[src/rtl/alu_arbiter_pkg.sv]
// Shared ALU definitions: opcode type, opcode constants and legality check.
package alu_pkg;

    typedef logic [3:0] alu_op_t;

    localparam alu_op_t ALU_PASS = 4'b0000;
    localparam alu_op_t ALU_SLL  = 4'b0001;
    localparam alu_op_t ALU_ADD  = 4'b0010;
    localparam alu_op_t ALU_SUB  = 4'b0100;
    localparam alu_op_t ALU_SLT  = 4'b0101;
    localparam alu_op_t ALU_XOR  = 4'b0110;

    // True only for the opcodes the ALU implements. PASS is deliberately
    // excluded: it is the idle value, not something a requester may issue.
    function automatic logic alu_op_legal(input alu_op_t op);
        case (op)
            ALU_SLL, ALU_ADD, ALU_SUB, ALU_SLT, ALU_XOR: return 1'b1;
            default:                                    return 1'b0;
        endcase
    endfunction

endpackage

[src/rtl/alu_arbiter_rr_arbiter.sv]
// Round-robin arbiter: a priority pointer, a combinational grant search
// starting at the pointer, and a pointer that moves just past each winner.
module rr_arbiter
    import alu_pkg::*;
#(
    parameter int N = 2
) (
    input  logic                 clk,
    input  logic                 rst,
    input  logic [N-1:0]         req,
    output logic [N-1:0]         gnt,
    output logic [$clog2(N)-1:0] gnt_idx,
    output logic                 gnt_valid
);

    localparam int W = $clog2(N);

    logic [W-1:0] r_ptr;
    int           w_idx;

    // Scan requesters in order ptr, ptr+1, ... (mod N) and grant the first
    // valid one; nothing is granted while reset is held.
    always_comb begin
        gnt       = '0;
        gnt_idx   = '0;
        gnt_valid = 1'b0;
        w_idx     = 0;
        if (!rst) begin
            for (int k = 0; k < N; k++) begin
                w_idx = (int'(r_ptr) + k) % N;
                for (int j = 0; j < N; j++) begin
                    if (!gnt_valid && (j == w_idx) && req[j]) begin
                        gnt[j]    = 1'b1;
                        gnt_idx   = W'(j);
                        gnt_valid = 1'b1;
                    end
                end
            end
        end
    end

    // After a grant the winner drops to lowest priority; the pointer wraps
    // explicitly because N need not be a power of two.
    always_ff @(posedge clk) begin
        if (rst) begin
            r_ptr <= '0;
        end else if (gnt_valid) begin
            r_ptr <= (gnt_idx == W'(N - 1)) ? '0 : gnt_idx + 1'b1;
        end
    end

endmodule

[src/rtl/alu_arbiter.sv]
// Shares one combinational ALU among NUM_REQ requesters: round-robin grant,
// operand steering onto the ALU, and a one-cycle registered tagged response.
module alu_arbiter
    import alu_pkg::*;
#(
    parameter int NUM_REQ = 2,
    parameter int ID_W    = $clog2(NUM_REQ)
) (
    input  logic                  clk,
    input  logic                  rst,
    input  logic [NUM_REQ-1:0]    req_valid,
    output logic [NUM_REQ-1:0]    req_ready,
    input  logic [NUM_REQ*32-1:0] req_inp1,
    input  logic [NUM_REQ*32-1:0] req_inp2,
    input  logic [NUM_REQ*4-1:0]  req_ctrl,
    output logic [31:0]           alu_inp1,
    output logic [31:0]           alu_inp2,
    output logic [3:0]            alu_control,
    input  logic [31:0]           alu_result,
    output logic                  rsp_valid,
    output logic [ID_W-1:0]       rsp_id,
    output logic [31:0]           rsp_data,
    output logic                  rsp_err
);

    logic [NUM_REQ-1:0] w_gnt;
    logic [ID_W-1:0]    w_gntIdx;
    logic               w_gntValid;
    logic [31:0]        w_aluInp1;
    logic [31:0]        w_aluInp2;
    alu_op_t            w_aluControl;

    logic               r_rspValid;
    logic [ID_W-1:0]    r_rspId;
    logic [31:0]        r_rspData;
    logic               r_rspErr;

    rr_arbiter #(
        .N (NUM_REQ)
    ) u_rrArbiter (
        .clk       (clk),
        .rst       (rst),
        .req       (req_valid),
        .gnt       (w_gnt),
        .gnt_idx   (w_gntIdx),
        .gnt_valid (w_gntValid)
    );

    // Steer the winner's slices onto the ALU; with no winner the ALU sees a
    // constant all-zero PASS so its inputs do not toggle needlessly.
    always_comb begin
        w_aluInp1    = '0;
        w_aluInp2    = '0;
        w_aluControl = ALU_PASS;
        for (int i = 0; i < NUM_REQ; i++) begin
            if (w_gnt[i]) begin
                w_aluInp1    = req_inp1[32*i +: 32];
                w_aluInp2    = req_inp2[32*i +: 32];
                w_aluControl = req_ctrl[4*i +: 4];
            end
        end
    end

    // Capture the granted result one cycle later; id/data/err keep their last
    // value on idle cycles so only rsp_valid marks a new response.
    always_ff @(posedge clk) begin
        if (rst) begin
            r_rspValid <= 1'b0;
            r_rspId    <= '0;
            r_rspData  <= '0;
            r_rspErr   <= 1'b0;
        end else begin
            r_rspValid <= w_gntValid;
            if (w_gntValid) begin
                r_rspId   <= w_gntIdx;
                r_rspData <= alu_result;
                r_rspErr  <= !alu_op_legal(w_aluControl);
            end
        end
    end

    assign req_ready   = w_gnt;
    assign alu_inp1    = w_aluInp1;
    assign alu_inp2    = w_aluInp2;
    assign alu_control = w_aluControl;
    assign rsp_valid   = r_rspValid;
    assign rsp_id      = r_rspId;
    assign rsp_data    = r_rspData;
    assign rsp_err     = r_rspErr;

endmodule

[config.mk]
export PLATFORM = sky130hd
export DESIGN_NAME = alu_arbiter
export DESIGN_NICKNAME = d
export VERILOG_FILES = /design/src/rtl/alu_arbiter_pkg.sv /design/src/rtl/alu_arbiter_rr_arbiter.sv /design/src/rtl/alu_arbiter.sv
export SDC_FILE = /design/constraint.sdc
export NUM_CORES = 1
export LEC_CHECK = 0
export CAP_MARGIN = 40
export CORE_MARGIN = 8
export CORE_UTILIZATION = 25
export CTS_BUF_LIST = sky130_fd_sc_hd__clkbuf_16
export CTS_CLUSTER_SIZE = 8
export DETAILED_ROUTE_END_ITERATION = 10
export GPL_TIMING_DRIVEN = 1
export PLACE_DENSITY = 0.81
export SYNTH_ARGS = -nofsm -noshare
export SYNTH_HDL_FRONTEND = slang
export SYNTH_HIERARCHICAL = 1
export SYNTH_SLANG_ARGS = --single-unit
[constraint.sdc]
create_clock -name clk -period 2.48 [get_ports clk]
set_input_delay 0.62 -clock clk [delete_from_list [all_inputs] [get_ports clk]]
set_output_delay 0.62 -clock clk [all_outputs]
set_load 0.02 [all_outputs]
---- After elaboration in Yosys (flattened, before gate mapping) ----
Cells that the tools add are included.
operators by class
  add/subtract/negate cells ............... 2
  equality and inequality tests ........... 6
  mux-type cells .......................... 25
  bitwise gates (word level) .............. 1
  reductions and logical operators ........ 14
operators with widths
  operator                                                         count
  32-bit two-way mux                                               4
  32-bit zero test                                                 2
  1-bit two-way mux                                                18
  4-bit by 3-bit == test with 1-bit output, second input constant  3
  4-bit two-way mux                                                2
  1-bit logical AND                                                7
  5-bit OR reduction                                               1
  4-bit by 1-bit == test with 1-bit output, second input constant  1
  4-bit by 2-bit == test with 1-bit output, second input constant  1
  1-bit zero test                                                  4
  1-bit adder, second input constant                               2
  2-bit == test, first input constant                              1
  2-bit two-way mux                                                1
  1-bit bitwise AND, first input constant                          1
word-level totals
  register bits after elaboration ......... 36
  bits of input ports ..................... 172
  logic and storage cells ................. 53

---- Depth between registers and ports, before layout ----
  word-level depth ........................ 27
  depth in mapped cells ................... 7
  gate-level depth less buffers ........... 6

---- Modules after synthesis ----
Netlist, hierarchy kept.
by module, submodules not included
  module       instances  cells each  area an instance (um^2)
  alu_arbiter  1          211         2006.9
  rr_arbiter   1          10          83.8

---- Worst setup path before layout ----
Ideal clock, no wire load.
  path kind ............................... input to output
  start point ............................. input req_valid[0]
  end point ............................... output alu_inp2[17]
  data arrival time ....................... 2335 ps
  setup slack ............................. -475 ps
  cell stages on the path ................. 5
  buffers on the path ..................... 2
  cells stage by stage .................... nor2b_4 > nor3b_1 > buf_6 > clkbuf_1 > a22o_1
between the ends
  word-level cells in the longest chain between the ends .. 19
  elaborated cells on any way between the ends .. 22
ends and longest elaborated chain
  element                          RTL line                      source
  start: declaration               alu_arbiter.sv:11             input logic [NUM_REQ-1:0] req_valid,
  1-bit logical AND                alu_arbiter_rr_arbiter.sv:32  if (!gnt_valid && (j == w_idx) && req[j]) begin
  1-bit two-way mux                alu_arbiter_rr_arbiter.sv:32
  1-bit two-way mux                alu_arbiter_rr_arbiter.sv:28  if (!rst) begin
  1-bit zero test                  alu_arbiter_rr_arbiter.sv:32
  1-bit logical AND (2 in series)  alu_arbiter_rr_arbiter.sv:32
  1-bit two-way mux                alu_arbiter_rr_arbiter.sv:32
  1-bit two-way mux                alu_arbiter_rr_arbiter.sv:28
  1-bit zero test                  alu_arbiter_rr_arbiter.sv:32
  1-bit logical AND (2 in series)  alu_arbiter_rr_arbiter.sv:32
  1-bit two-way mux                alu_arbiter_rr_arbiter.sv:32
  1-bit two-way mux                alu_arbiter_rr_arbiter.sv:28
  1-bit zero test                  alu_arbiter_rr_arbiter.sv:32
  1-bit logical AND (2 in series)  alu_arbiter_rr_arbiter.sv:32
  1-bit two-way mux (*)            alu_arbiter_rr_arbiter.sv:32
  2-bit two-way mux (*)            alu_arbiter_rr_arbiter.sv:28
  named net req_ready[1]           alu_arbiter.sv:12             output logic [NUM_REQ-1:0] req_ready,
  32-bit two-way mux (*)           alu_arbiter.sv:56             if (w_gnt[i]) begin
  end: declaration                 alu_arbiter.sv:17             output logic [31:0] alu_inp2,
Mark *: on every way through the listed nets, which the timed path passes. The rest lies on a longest branch. The select of a mux whose other input is x is not followed.

---- Worst setup path in the final report ----
  start point ............................. input req_valid[0]
  end point ............................... output alu_inp1[19]
between the ends
  word-level cells in the longest chain between the ends .. 19
  elaborated cells on any way between the ends .. 22
ends and longest elaborated chain
  element                          RTL line                      source
  1-bit logical AND                alu_arbiter_rr_arbiter.sv:32
  1-bit two-way mux                alu_arbiter_rr_arbiter.sv:32
  1-bit two-way mux                alu_arbiter_rr_arbiter.sv:28
  1-bit zero test                  alu_arbiter_rr_arbiter.sv:32
  1-bit logical AND (2 in series)  alu_arbiter_rr_arbiter.sv:32
  1-bit two-way mux                alu_arbiter_rr_arbiter.sv:32
  1-bit two-way mux                alu_arbiter_rr_arbiter.sv:28
  1-bit zero test                  alu_arbiter_rr_arbiter.sv:32
  1-bit logical AND (2 in series)  alu_arbiter_rr_arbiter.sv:32
  1-bit two-way mux                alu_arbiter_rr_arbiter.sv:32
  1-bit two-way mux                alu_arbiter_rr_arbiter.sv:28
  1-bit zero test                  alu_arbiter_rr_arbiter.sv:32
  1-bit logical AND (2 in series)  alu_arbiter_rr_arbiter.sv:32
  1-bit two-way mux                alu_arbiter_rr_arbiter.sv:32
  2-bit two-way mux (*)            alu_arbiter_rr_arbiter.sv:28
  32-bit two-way mux (*)           alu_arbiter.sv:56
  end: declaration                 alu_arbiter.sv:16             output logic [31:0] alu_inp1,
Every way passes the cells marked *; elsewhere a longest branch is shown, timed or not. The select of a mux whose other input is x is not followed.

==> results.sh <==
export IMPL_unrepaired_setup_endpoints_after_global_routing="true"
export IMPL_combinationalPowerShare_pct=45.3
export IMPL_violations_in_the_final_reports="setup timing"
export IMPL_grt_util_all_layers_pct=23.5
export IMPL_power_switching_w=0.000637
export IMPL_hold_end="rsp_data[7]"
export IMPL_start_util_pct=25.6
export IMPL_post_synth_num_cell_types=23
export IMPL_mappedNetlistArea_um2=2090
export IMPL_hold_path_class="reg -> reg"
export IMPL_antenna_found_initial=2
export IMPL_core_um2=8180
export IMPL_synth_seq_cells=36
export IMPL_cap_violations=0
export IMPL_synth_edff_count=0
export IMPL_first_global_vias=3249
export IMPL_compound_cell_area_share_of_the_yosys_netlist_pct=30.3
export IMPL_cts_made_buffers=5
export IMPL_vdd_ir_drop_max_mv=0.469
export IMPL_netlist_top_cells_area="sky130_fd_sc_hd__dfxtp_1, sky130_fd_sc_hd__a22o_1, sky130_fd_sc_hd__mux2i_1, sky130_fd_sc_hd__nor2_1, sky130_fd_sc_hd__buf_6"
export IMPL_setup_worst_path_start_class="primary input"
export IMPL_synth_top_family_by_area="compound AO/OA/AOI/OAI gates"
export IMPL_timing_final_hold_violations=0
export IMPL_post_drt_wl_per_cell_um=23.6
export IMPL_post_synth_top_area_fraction_pct=34.5
export IMPL_finalInstanceArea_um2=5480
export IMPL_total_leakage_power_nw=2.36
export IMPL_numClockSinks=36
export IMPL_synth_fa_ha_area_share_pct=0
export IMPL_die_area_um2=11500
export IMPL_hold_buffers=0
export IMPL_drc_errors=0
export IMPL_power_switching_fraction_pct=29.0
export IMPL_postSynth_asyncResetShare_pct=0
export IMPL_fmaxAchievable_mhz=403
export IMPL_rr_worst_depth=11
export IMPL_postLayoutCoreUtil_pct=67.0
export IMPL_internal_power_w=0.00156
export IMPL_viasPerCell=4.93
export IMPL_yosys_mux_area_fraction_pct=15.8
export IMPL_worstSetupEndpointType="output pin"
export IMPL_placed_cells=594
export IMPL_fin_ws_ns=-0.00302
export IMPL_share_clk_of_total_power_pct=25.8
export IMPL_fin_hold_ws_ns=0.493
export IMPL_drtIter0Drc=111
export IMPL_number_of_instances_in_the_synthesized_netlist=221
export IMPL_relative_slew_slack_pct=78.0
export IMPL_yosys_area_share_simple_pct=11.1
export IMPL_final_setup_skew_ns=0.000637
export IMPL_outcome="complete, but fails checks"
export IMPL_synth_avg_cell_area_um2=9.46
export IMPL_ys_dominant_reg_cell="sky130_fd_sc_hd__dfxtp_1"
export IMPL_grt_first_pass_wirelength_um=20600
export IMPL_whs_path_depth=2
export IMPL_route_vias_total=3059
export IMPL_syn2layout_area_growth_pct=162
export IMPL_required_time_at_the_endpoint_of_the_critical_path_ns=1.86
export IMPL_dpl_cell_area_um2=5000
export IMPL_cp_arrival_ns=1.86
export IMPL_pwr_share_seq_pct=28.9
export IMPL_die_height_um=107
export IMPL_final_fill_count=636
export IMPL_top_level_ports=277
export IMPL_final_layout_size_suffix_gt1_share_pct=24.1
export IMPL_netlist_top_cell_by_area="sky130_fd_sc_hd__dfxtp_1"
export IMPL_antenna_cells=0
export IMPL_power_per_cell_area_nw_per_um2=400
export IMPL_postRouteAntennaNets=0
export IMPL_synth_xor_area_share_pct=0
export IMPL_stdcell_count=620
export IMPL_dp_hpwl_um=11000
export IMPL_timing_setup_critical_path_class="in -> out"
export IMPL_globalRoute_totalOverflow=0
export IMPL_final_max_slew_violation_count=0
export IMPL_first_pass_iters=4
export IMPL_finalNetCount=687
export IMPL_grt_max_degree=35
export IMPL_h_tree_depth=2
export IMPL_placementRows=33
export IMPL_timing_critical_path_fanout_max=8
export IMPL_setup_viol_count_final=2
export IMPL_ctsLongestPathBuffers=2
export IMPL_yosys_cell_count_top_type="sky130_fd_sc_hd__a22o_1"
export IMPL_period_needed_ns=2.48
export IMPL_cts_tree="done"
export IMPL_synth_sequential_area_ratio_pct=34.5
export IMPL_die_x_um=107
export IMPL_syn_nets=393
export IMPL_gpl_final_weighted_congestion=0.956
export IMPL_clkSlewWorstSetupHoldPaths_ns=0.05
export IMPL_clock_root_buffer="sky130_fd_sc_hd__clkbuf_16"
export IMPL_synth_common_cells="sky130_fd_sc_hd__a22o_1, sky130_fd_sc_hd__nor2_1, sky130_fd_sc_hd__dfxtp_1, sky130_fd_sc_hd__mux2i_1"
export IMPL_worstHoldStart="rsp_data[7]"
export IMPL_wl_um=14700
export IMPL_r2r_end="rsp_err"
export IMPL_timing_rr_start="u_rrArbiter/r_ptr"
export IMPL_worst_slew_pin_slew_ns=0.330
export IMPL_reg2reg_setup_slack_ns=0.53
export IMPL_yosysWarningCount=6
export IMPL_post_layout_total_power_w=0.00219
export IMPL_port_buffer_count=276
export IMPL_clock_insertion_delay_worst_skew_ns=0.26
export IMPL_ratio_of_final_minimum_period_to_clock_period_pct=100
-- worst max path at each step --
stage / end / startpoint / slack (ns)
floorplan: alu_inp2[17] / req_valid[0] / 0.002
global placement: alu_control[0] / req_valid[0] / -0.83
detailed placement: alu_control[0] / req_valid[0] / -0.87
CTS: alu_inp1[3] / req_valid[0] / -0.06
global route: alu_inp2[7] / req_valid[0] / -0.05
finish: alu_inp1[19] / req_valid[0] / -0.003
-- cells in the final DEF (no fill, tap or decap), types with 5 or more instances in the layout --
cell,n
sky130_fd_sc_hd__buf_16,5
sky130_fd_sc_hd__nor2_1,36
sky130_fd_sc_hd__dfxtp_1,36
sky130_fd_sc_hd__mux2i_1,33
sky130_fd_sc_hd__buf_4,20
sky130_fd_sc_hd__clkbuf_16,6
sky130_fd_sc_hd__buf_2,16
sky130_fd_sc_hd__buf_12,5
sky130_fd_sc_hd__nand2_1,7
sky130_fd_sc_hd__buf_6,54
sky130_fd_sc_hd__a22o_1,61
sky130_fd_sc_hd__clkdlybuf4s50_1,204
-- sequential cells by signal, indices dropped and copies added, names as in the netlist --
signal             cells
rsp_id                 1
rsp_valid              1
rsp_err                1
rsp_data              32
u_rrArbiter/r_ptr      1
-- repair_timing --
action                                  in CTS  in global routing
pin swaps                                   10                 17
endpoints found under the setup margin      70                 68
gates resized for setup                    350                 29
endpoints found under the hold margin        0                  0
gates cloned                                 9                  1
buffers inserted                            13                  2
-- cell families (layout without fill, tap and decap cells) --
logic type             count (synthesis)  after routing
AO/OA/AOI/OAI                         74             74
buffers and inverters                 25            319
flip-flops                            36             36
multiplexers                          33             33
AND/OR/NAND/NOR                       53             53
-- metal layers --
layer	vias up	share of wire, %	track usage [%]
li1	1412	-	-
met1	1454	38	26.0
met2	165	48	40.2
met3	24	12	10.6
met4	4	2.1	5.55
met5	-	0.15	0
-- power by group through the flow --
| stage | Sequential [W] | Clock (W) | Combinational, W |
|---|---|---|---|
| after floorplan | 0.000686 | 0 | 0.000311 |
| after global placement | 0.000643 | 0 | 0.000892 |
| after detailed placement | 0.000645 | 0 | 0.000903 |
| after CTS | 0.000633 | 0.000586 | 0.000989 |
| after global routing | 0.000637 | 0.000616 | 0.00104 |
| final | 0.000633 | 0.000566 | 0.000995 |
-- cell type report --
type                    count  area [µm²]  share of cell area (%)
inverters                   2        7.51                   0.137
flip-flops and latches     36         721                    13.2
clock buffers               5         125                    2.28
multi-input cells         160        1260                    23.1
well taps                 105         131                    2.40
clock inverters             2        8.76                   0.160
repair buffers            310        3220                    58.8
-- worst max-delay path: stages --
cell                      delay [ns]
sky130_fd_sc_hd__buf_6          0.10
sky130_fd_sc_hd__nor2b_4        0.13
sky130_fd_sc_hd__nor3b_4        0.20
sky130_fd_sc_hd__buf_6          0.14
sky130_fd_sc_hd__nor2b_4        0.05
sky130_fd_sc_hd__buf_8          0.15
sky130_fd_sc_hd__buf_16         0.14
sky130_fd_sc_hd__a22o_1         0.21
sky130_fd_sc_hd__buf_6          0.13
-- stage by stage --
| stage | TNS (ns) | setup slack [ns] |
|---|---|---|
| floorplan | 0 | 0.00165 |
| global placement | -50.47 | -0.827 |
| detailed placement | -54.22 | -0.873 |
| CTS | -0.899 | -0.0603 |
| global route | -1.01 | -0.0487 |
| finish | -0.00384 | -0.00302 |
(Power assumes the default switching activity.)
